$ cat config.mk
export PLATFORM = sky130hd
export DESIGN_NAME = csi_pkt_sequencer
export DESIGN_NICKNAME = d
export VERILOG_FILES = /design/src/rtl/csi_pkt_sequencer.sv
export SDC_FILE = /design/constraint.sdc
export NUM_CORES = 1
export LEC_CHECK = 0
export CAP_MARGIN = 30
export CORE_MARGIN = 2
export CORE_UTILIZATION = 54
export DETAILED_ROUTE_END_ITERATION = 12
export GPL_ROUTABILITY_DRIVEN = 0
export PLACE_DENSITY = 0.9
export RECOVER_POWER = 50
export SLEW_MARGIN = 20
export SYNTH_ARGS = -nofsm -noshare
export SYNTH_HDL_FRONTEND = slang
export SYNTH_SLANG_ARGS = --single-unit
$ cat constraint.sdc
create_clock -name hf_clk90 -period 3.6 [get_ports hf_clk90]
set_clock_uncertainty 0.2 [all_clocks]
set_input_delay 0.36 -clock hf_clk90 [delete_from_list [all_inputs] [get_ports hf_clk90]]
set_output_delay 0.36 -clock hf_clk90 [all_outputs]
set_load 0.03 [all_outputs]
$ cat src/rtl/csi_pkt_sequencer.sv
// rtl/csi_pkt_sequencer.sv - CSI-2 frame/line packet header sequencer with delayed payload path
module csi_pkt_sequencer #(
  parameter int          LANES  = 1,
  parameter int          DELAY  = 3,
  parameter int          HW     = 16,
  parameter logic [15:0] FN_MAX = 16'd0
) (
  input  logic                 hf_clk90,
  input  logic                 reset_n_byte,
  input  logic                 fv_start_i,
  input  logic                 fv_end_i,
  input  logic                 lv_start_i,
  input  logic                 lv_end_i,
  input  logic                 byte_en_i,
  input  logic [8*LANES-1:0]   byte_data_i,
  input  logic                 d_hs_rdy_i,
  input  logic [1:0]           mode_i,
  input  logic [HW-1:0]        h_size_i,
  input  logic [1:0]           vc_i,
  output logic                 sp_en_o,
  output logic                 lp_en_o,
  output logic [5:0]           dt_o,
  output logic [1:0]           vc_o,
  output logic [HW-1:0]        wc_o,
  output logic                 byte_en_o,
  output logic [8*LANES-1:0]   byte_data_o,
  output logic                 txfr_en_o,
  output logic [15:0]          line_cnt_o,
  output logic                 len_err_o,
  output logic                 seq_err_o,
  output logic                 cfg_err_o
);

  localparam int BW = 8 * LANES;
  localparam logic [HW-1:0] FN_WRAP = HW'(FN_MAX);

  typedef enum logic [1:0] {S_IDLE, S_FRAME, S_LINE} state_t;

  state_t          state, state_nxt;
  logic            acc_fs, acc_fe, acc_ls, acc_le, seq_err_nxt;
  logic [1:0]      mode_r;
  logic [HW-1:0]   wc_line, byte_cnt, fn;
  logic [HW-1:0]   wc_new, cnt_inc, fn_wc, fn_nxt;
  logic [HW:0]     cnt_sum;
  logic            cfg_bad;
  logic [5:0]      dt_line;
  logic [BW:0]     pipe [DELAY];

  always_ff @(posedge hf_clk90 or negedge reset_n_byte) begin
    if (!reset_n_byte) state <= S_IDLE;
    else               state <= state_nxt;
  end

  // Only the highest-priority event is considered; anything else in the same cycle is a sequence error.
  always_comb begin
    acc_fs      = 1'b0;
    acc_fe      = 1'b0;
    acc_ls      = 1'b0;
    acc_le      = 1'b0;
    seq_err_nxt = 1'b0;
    state_nxt   = state;
    if (fv_start_i) begin
      seq_err_nxt = fv_end_i | lv_start_i | lv_end_i | (state != S_IDLE);
      acc_fs      = (state == S_IDLE);
    end else if (fv_end_i) begin
      seq_err_nxt = lv_start_i | lv_end_i | (state != S_FRAME);
      acc_fe      = (state != S_IDLE);
    end else if (lv_start_i) begin
      seq_err_nxt = lv_end_i | (state != S_FRAME);
      acc_ls      = (state == S_FRAME);
    end else if (lv_end_i) begin
      seq_err_nxt = (state != S_LINE);
      acc_le      = (state == S_LINE);
    end
    if (acc_fs)      state_nxt = S_FRAME;
    else if (acc_fe) state_nxt = S_IDLE;
    else if (acc_ls) state_nxt = S_LINE;
    else if (acc_le) state_nxt = S_FRAME;
  end

  always_comb begin
    unique case (mode_i)
      2'd1:    wc_new = h_size_i + (h_size_i >> 2);
      2'd2:    wc_new = h_size_i + (h_size_i >> 1);
      default: wc_new = h_size_i;
    endcase
    cfg_bad = (mode_i == 2'd3) || (h_size_i == '0) ||
              ((mode_i == 2'd1) && (h_size_i[1:0] != 2'b00)) ||
              ((mode_i == 2'd2) && h_size_i[0]);
    unique case (mode_r)
      2'd1:    dt_line = 6'h2B;
      2'd2:    dt_line = 6'h2C;
      default: dt_line = 6'h2A;
    endcase
    cnt_sum = {1'b0, byte_cnt} + (byte_en_i ? (HW+1)'(LANES) : '0);
    cnt_inc = cnt_sum[HW] ? '1 : cnt_sum[HW-1:0];
    fn_wc   = (FN_WRAP == '0) ? '0 : fn;
    fn_nxt  = (FN_WRAP == '0) ? fn : ((fn == FN_WRAP) ? HW'(1) : fn + HW'(1));
  end

  always_ff @(posedge hf_clk90 or negedge reset_n_byte) begin
    if (!reset_n_byte) begin
      sp_en_o    <= 1'b0;
      lp_en_o    <= 1'b0;
      dt_o       <= '0;
      vc_o       <= '0;
      wc_o       <= '0;
      txfr_en_o  <= 1'b0;
      line_cnt_o <= '0;
      len_err_o  <= 1'b0;
      seq_err_o  <= 1'b0;
      cfg_err_o  <= 1'b0;
      mode_r     <= '0;
      wc_line    <= '0;
      byte_cnt   <= '0;
      fn         <= HW'(1);
    end else begin
      sp_en_o   <= 1'b0;
      lp_en_o   <= 1'b0;
      len_err_o <= 1'b0;
      cfg_err_o <= 1'b0;
      seq_err_o <= seq_err_nxt;
      txfr_en_o <= d_hs_rdy_i;
      if (acc_ls)                         byte_cnt <= '0;
      else if (state == S_LINE && byte_en_i) byte_cnt <= cnt_inc;
      if (acc_fs) begin
        mode_r     <= mode_i;
        wc_line    <= wc_new;
        cfg_err_o  <= cfg_bad;
        vc_o       <= vc_i;
        sp_en_o    <= 1'b1;
        dt_o       <= 6'h00;
        wc_o       <= fn_wc;
        line_cnt_o <= '0;
      end
      if (acc_fe) begin
        sp_en_o <= 1'b1;
        dt_o    <= 6'h01;
        wc_o    <= fn_wc;
        fn      <= fn_nxt;
        if (state == S_LINE) len_err_o <= (cnt_inc != wc_line);
      end
      if (acc_ls) begin
        lp_en_o <= 1'b1;
        dt_o    <= dt_line;
        wc_o    <= wc_line;
      end
      if (acc_le) begin
        len_err_o  <= (cnt_inc != wc_line);
        line_cnt_o <= line_cnt_o + 16'd1;
      end
    end
  end

  always_ff @(posedge hf_clk90 or negedge reset_n_byte) begin
    if (!reset_n_byte) begin
      for (int i = 0; i < DELAY; i++) pipe[i] <= '0;
    end else begin
      pipe[0] <= {byte_en_i, byte_data_i};
      for (int i = 1; i < DELAY; i++) pipe[i] <= pipe[i-1];
    end
  end

  assign {byte_en_o, byte_data_o} = pipe[DELAY-1];

endmodule

# == Yosys cells after proc, flatten, opt, wreduce, memory -nomap -nowiden ==
# Index checks and enable logic that the tools add are counted.
# totals
inputBits,36
out_inout_bits,55
reg_bits,109
# op_classes
n_mux,38
n_eq_ne,10
bitwise_logic,6
reduce_logical,14
add_sub_neg,4
# ops
cell,count
$mux W16,7
$pmux W16 S2,1
$mux W1,22
$mux W6,3
$add A16 B1 Y17,1
$add A16 B1 Y16 const B,1
$add A16 B14 Y16,1
$add A16 B15 Y16,1
$logic_not A16 Y1,1
$ne A16 B16 Y1,1
$eq A2 B2 Y1 const B,4
$mux W2,4
$reduce_bool A2 Y1,4
$eq A2 B1 Y1 const B,3
$or A1 B1 Y1,6
$pmux W3 S2,1
$reduce_bool A4 Y1,1
$logic_and A1 B1 Y1,3
$logic_or A1 B1 Y1,3
$reduce_bool A3 Y1,1
$logic_not A2 Y1,1
$ne A2 B1 Y1 const B,1
$ne A2 B2 Y1 const B,1

# == Depth between registers and ports, before layout ==
# depth
depth_word,9
depth_mapped,14
mapped_depth_nobuf,12

# == Worst setup path before layout ==
# Ideal clock, no wire load.
# synth_path
path_kind,input to register
start,input port mode_i[0]
end,register wc_line[14]
n_path_buf,2
path_stages,14
path_slack_ns,0.087
arrival_time_ns,3.245
t_required_ns,3.331
cell_sequence,inv_1 -> ha_1 -> clkbuf_1 -> buf_1 -> mux2_2 -> ha_1 -> fa_1 -> a21o_1 -> a21oi_1 -> o21a_1 -> or3_1 -> a21oi_1 -> or3_1 -> nand3_1
# synth_between
elab_chain_cells,2
word_cells_on_any_way,3
# synth_rtl
element,line,text
start: declaration,17,"input logic [1:0] mode_i,"
$eq A2 B2 Y1 / $eq A2 B1 Y1 (equally long branches),82,unique case (mode_i)
$pmux W16 S2 (*),82,
end signal: assignment,128,wc_line <= wc_new;
end: declaration,42,"logic [HW-1:0] wc_line, byte_cnt, fn;"
# Mark *: on every way between the ends. The rest lies on a longest branch, timed or not.
# A chain may end at the register's enable or synchronous reset.

# == Worst setup path after layout ==
# layout_path
start,input port mode_i[0]
end,register wc_line[15]
# Same word-level chain as after synthesis.

==> flow_summary.json <==
{
  "grt_util_met1_pct": 33.0,
  "cts.sinks": 107,
  "rsz0062_at_grt": "no",
  "hold_path_class": "flip-flop to flip-flop",
  "syn2layout_area_growth_pct": 21.5,
  "port-buffer-count": 89,
  "grt_pass1_vias": 4864,
  "drc": 0,
  "grtUsageMet3_pct": 2.30,
  "yosysWarningCount": 0,
  "yosys.area_share.xor_xnor_pct": 3.55,
  "cp.arrival_ps": 3490,
  "cap_violations": 0,
  "synthAdderAreaFrac_pct": 4.87,
  "synth_compound_gate_area_share_pct": 17.8,
  "async_flop_share_pct": 100,
  "avgSynthCellArea_um2": 9.65,
  "antenna_left": 0,
  "drt_iter0_drc": 333,
  "antenna_found_initial": 0,
  "final_common_cell": "dfrtp_1",
  "worst_setup_path_end_kind": "flip-flop",
  "drv_slew": 0,
  "ys_types": 57,
  "wl_per_cell_um": 17.1,
  "start_util_pct": 56.0,
  "worstSetupPathType": "input port to flip-flop",
  "antennaDiodeCount": 0,
  "htreeDepth": 3,
  "ir_drop_v": 0.000247,
  "vias": 5051,
  "final.period_utilization_pct": 94.3,
  "grtUsageTotal_pct": 25.3,
  "fillers": 824,
  "ys.flop_type": "dfrtp_1",
  "cp-startpoint": "mode_i[0]",
  "synth_edf_count": 0,
  "grt_pass1_wl_um": 23400,
  "crit_fanout": 6,
  "die_y_um": 108,
  "ctsRootBufferMaster": "clkbuf_8",
  "post-route-cell-area_um2": 7060,
  "io_pins": 91,
  "worst_pin_slew_ps": 1210,
  "p_leak_nw": 3.07,
  "r2r_start": "byte_cnt[6]$_DFFE_PN0P_",
  "core_um2": 10400,
  "dp_hpwl_um": 10400,
  "final_cells": 828,
  "row_count": 37,
  "postPlaceCellArea_um2": 6850,
  "yosys.area_share.simple_pct": 18.7,
  "dieArea_um2": 11600,
  "tns_ps": 0,
  "cp.required_ps": 3690,
  "dp_cells": 811,
  "grt_max_degree": 52,
  "fin_worst_hold_slack_ps": 154,
  "insertion_delay_ps": 370,
  "synth_top_family_by_area": "simple AND/OR/NAND/NOR gates",
  "clk_path_buf_depth": 2,
  "syn_nets": 660,
  "die_x_um": 108,
  "globalRouteMet2Util_pct": 42.8,
  "final_cell_mix": "dfrtp_1 (107), clkdlybuf4s50_1 (76), nand2_1 (57)",
  "grt_busiest_layer": "met2",
  "synth-seq-area-share_pct": 46.1,
  "status": "complete, no violations",
  "finalPower_mw": 3.62,
  "cp-start-kind": "input port",
  "clk_pin_slew_worst_paths_ps": 90,
  "vias_per_cell": 6.10,
  "max_freq_mhz": 295,
  "cts_tree": "done",
  "cts_buffers": 9,
  "overflow": 0,
  "synthCells": 602,
  "hold_violations": 0,
  "first_pass_iters": 5,
  "setup_violations": 0,
  "ys_ff_latch": 107,
  "hold_path.startpoint": "pipe[14]$_DFF_PN0_",
  "drive_above_1_share_pct": 8.38,
  "muxShareOfSynthArea_pct": 5.13,
  "syn_area_um2": 5810,
  "min_period_ps": 3400,
  "nNetsFinal": 745,
  "p_per_area_nw_per_um2": 512,
  "slew_headroom_pct": 19.5,
  "drt-total-wl_um": 14200
}
[cell usage after synthesis (8+ instances only)]
library cell	count	share of area (%)
a21o_1	8	1.0
o21ai_0	43	3.7
nor2_1	49	3.2
xnor2_1	12	1.8
mux2_2	14	2.7
and3_1	12	1.3
nand3_1	27	2.3
ha_1	21	4.5
xor2_1	9	1.4
dfrtp_1	107	46
a211oi_1	8	1.0
inv_1	10	0.65
a21oi_1	36	3.1
mux2i_1	14	2.4
a22o_1	18	2.7
clkbuf_1	21	1.4
buf_4	12	1.6
nand2_1	57	3.7
nor3_1	15	1.3
a31oi_1	8	0.86
[metrics by stage]
step / utilization (%) / setup slack, ps
3_5_place_dp: 66.0 / -182
6_report: 68.1 / 204
4_1_cts: 68.2 / 223
5_1_grt: 68.1 / 13.4
2_1_floorplan: - / 86.7
3_3_place_gp: 66.0 / 73.3
[registers in the layout, summed over array words and instances, names as in the netlist]
register,flops
dt_o,4
vc_o,2
byte_cnt,16
state,2
mode_r,2
pipe,18
sp_en_o,1
cfg_err_o,1
byte_en_o,1
lp_en_o,1
len_err_o,1
byte_data_o,8
line_cnt_o,16
wc_o,16
wc_line,16
seq_err_o,1
txfr_en_o,1
[layout make-up]
type | count | area [µm²] | area share [%]
multi-input cells | 448 | 2920 | 41.4
well taps | 136 | 170 | 2.41
flip-flops and latches | 107 | 2680 | 37.9
clock inverters | 4 | 55.1 | 0.780
inverters | 10 | 37.5 | 0.532
repair buffers | 111 | 1040 | 14.8
clock buffers | 12 | 155 | 2.20
[what timing repair did]
| action | CTS | global route |
|---|---|---|
| hold buffers | 1 | 0 |
| setup buffers | 0 | 0 |
| setup endpoints to repair | 0 | 1 |
| hold endpoints to repair | 49 | 0 |
| gates resized for setup | 0 | 1 |
[critical path, stage by stage]
cell and delay (ps):
clkdlybuf4s50_1 480, inv_1 50, ha_1 240, buf_4 180, buf_4 140, mux2_2 290, ha_1 340, o21ai_0 140
o21ai_0 320, a211oi_2 160, o31ai_1 370, o31ai_1 130, xor2_1 150, o21ai_0 150
[final timing paths]
path | endpoint | slack (ps) | cells past startpoint
max in group asynchronous | pipe[25]$_DFF_PN0_ | 930 | 3
setup / recovery | wc_line[15]$_DFFE_PN0P_ | 200 | 14
hold / removal | byte_data_o[5]$_DFF_PN0_ | 150 | 0
hold reg to reg | byte_data_o[5]$_DFF_PN0_ | 150 | 0
setup reg to reg | len_err_o$_DFF_PN0_ | 660 | 7
min in group asynchronous | vc_o[0]$_DFFE_PN0P_ | 560 | 2
[metal layers]
| metal | vias up | share of wire, % |
|---|---|---|
| met5 | - | 0 |
| met4 | 0 | 2.8 |
| met3 | 40 | 4.8 |
| met2 | 192 | 51 |
| met1 | 2468 | 41 |
| li1 | 2351 | - |
[where the power goes]
| part | internal (mW) | total (mW) | switching [mW] |
|---|---|---|---|
| combinational | 0.533 | 1.23 | 0.695 |
| clock | 0.365 | 0.762 | 0.397 |
| sequential | 1.40 | 1.63 | 0.225 |
[cell families after synthesis]
| kind of cell | count (synthesis) |
|---|---|
| compound gates | 159 |
| xor+xnor | 22 |
| fa+ha+maj | 22 |
| buf+inv | 47 |
| flops | 107 |
| mux | 28 |
| other cells | 1 |
| simple gates | 216 |
No activity file was read; power rests on OpenSTA's default activity.
==> variant: new RTL, config.mk and constraints unchanged <==
`HW`: 16 -> 17.
--- a/src/rtl/csi_pkt_sequencer.sv
+++ b/src/rtl/csi_pkt_sequencer.sv
@@ -2,7 +2,7 @@
 module csi_pkt_sequencer #(
   parameter int          LANES  = 1,
   parameter int          DELAY  = 3,
-  parameter int          HW     = 16,
+  parameter int          HW     = 17,
   parameter logic [15:0] FN_MAX = 16'd0
 ) (
   input  logic                 hf_clk90,
Ports: changed (resized h_size_i and wc_o); port bits go from 91 to 93. No check against the original RTL was run, so the function may have changed too.
==> variant against the unedited design <==
- cell area increased by 2.8%
- power increased by 7.5%
- combinational power increased by 16%
- wire length increased by 1.7%
- sequential cell count increased by 3
- sequential share of layout area about the same
- worst setup slack improved by 0.0078 ns
- area after synthesis increased by 1.6%
- global-route usage decreased by 0.054 points
- clock power decreased by 5.1%
- critical path type unchanged
- critical endpoint is now wc_line[14]$_DFFE_PN0P_
- highest routed layer unchanged
==> variant: results (changes against the unedited design) <==
- Cell variety after synth: 62 (was 57)
- Clock slew at reported path FFs: 0.11 ns (was 0.09 ns)
- Buffers on Ports: 91 (was 89)
- Post-synthesis mux area share: 0.0388 (was 0.0513)
- Xor-xnor portion of the synthesized cell area: 0.0430 (was 0.0355)
- Top cells by count, synth: dfrtp_1, nand2_1, nor2_1, o21ai_0, a21oi_1 (was dfrtp_1, nand2_1, nor2_1)
- Inserted Clock Buffers: 9 (unchanged)
- Fin nets: 775 (was 745)
- Cells after DPL: 841 (was 811)
- Global-route wire length before repair: 23.4 mm (about the same)
- Initial antenna violation count: 0 (unchanged)
- RR Startpoint: byte_cnt[0]$_DFFE_PN0P_ (was byte_cnt[6]$_DFFE_PN0P_)
- Leakage: 3.17 nW (was 3.07 nW)
- Synth Area in Compound Gates: 0.179 (was 0.178)
- GRT Util Overall: 0.253 (about the same)
- Setup WS pre-CTS: -0.242 ns (was -0.182 ns)
- Vias: 5105 (was 5051)
- Largest fanout on the critical path: 4 (was 6)
- Setup crit start: mode_i[1] (was mode_i[0])
- Number of global-route vias before repair: 4920 (was 4864)
- Outcome: finished clean (unchanged)
- P_int: 2.35 mW (was 2.30 mW)
- Share of layout cells above drive strength 1: 0.102 (was 0.0838)
- Clk Latency, worst-skew pair: 0.39 ns (was 0.37 ns)
- Sequential area share after synthesis: 0.466 (was 0.461)
- Hold path start: pipe[19]$_DFF_PN0_ (was pipe[14]$_DFF_PN0_)
- Synth area leaders: dfrtp_1, ha_1, nand2_1 (was dfrtp_1, ha_1, o21ai_0)
- DRT iter0 DRCs: 423 (was 333)
- Period utilisation layout: 0.941 (was 0.943)
- Placed wire-length estimate: 10.8 mm (was 10.4 mm)
- Syn Area/Cell: 9.60 um2 (was 9.65 um2)
- Synth Area in Adders: 0.0522 (was 0.0487)
- R2R setup slack: 0.63 ns (was 0.66 ns)
- Worst reg2reg path depth: 10 (was 7)
- Pin count of the biggest net entering global routing: 62 (was 52)
- Drt via density: 5.94 (was 6.10)
- Net Count, Synth: 676 (was 660)
- Hold_ws: 0.151 ns (was 0.154 ns)
- Slew HR: 0.0317 (was 0.195)
- WL final: 14.4 mm (was 14.2 mm)
- Peak supply drop: 0.261 mV (was 0.247 mV)
- Placed cell areas: 0.00704 mm2 (was 0.00685 mm2)
- Worst hold endpoint: pipe[10]$_DFF_PN0_ (was byte_data_o[5]$_DFF_PN0_)
[variant: changes by cell type in the layout (fill, tap and decap cells not counted), moves of 6 or more]
| cell | delta |
|---|---|
| nand2_1 | +9 |
| mux2i_1 | -8 |
| buf_4 | +9 |
| a21oi_1 | +6 |
| and3_1 | -6 |
[variant: metal layers]
metal | track usage | vias to the layer above | wire (um)
met5 | 0 | - | 0
met2 | 0.442 | 194 | 7330
met1 | 0.311 | 2470 | 5860
met4 | 0.109 | 0 | 421
met3 | 0.0356 | 39 | 783
li1 | - | 2402 | -
[variant: layout make-up]
| cell class | count | area, um2 |
|---|---|---|
| Clock buffer | 10 | 128 |
| Clock inverter | 6 | 63.8 |
| Fill cell | 815 | 3490 |
| Inverter | 14 | 52.6 |
| Multi-Input combinational cell | 456 | 2940 |
| Sequential cell | 110 | 2750 |
| Tap cell | 140 | 175 |
| Timing Repair Buffer | 123 | 1150 |
[variant: worst max-delay path: stages]
cell and delay, ns:
clkdlybuf4s50_1 0.54, ha_4 0.17, mux2_2 0.34, ha_1 0.20
inv_1 0.09, fa_1 0.19, nor2b_1 0.07, o31a_1 0.27
o211a_1 0.25, o311a_1 0.34, o211a_1 0.24, nor2_1 0.12
mux2i_1 0.20, nand3_1 0.09
[variant: cells by family (layout without fill, tap and decap cells)]
family	count (synthesis)	count (layout)
other cells	1	1
simple gates	216	216
mux	21	21
flops	110	110
fa+ha+maj	24	24
xor+xnor	29	29
compound gates	165	165
buf+inv	49	153
[variant: power groups by stage]
stage	registers [mW]	clock network [mW]	logic, mW
after floorplan	1.84	0	0.772
after CTS	1.73	0.730	1.43
after global placement	1.73	0	1.35
after detailed placement	1.75	0	1.42
after global routing	1.76	0.779	1.56
final	1.74	0.723	1.43
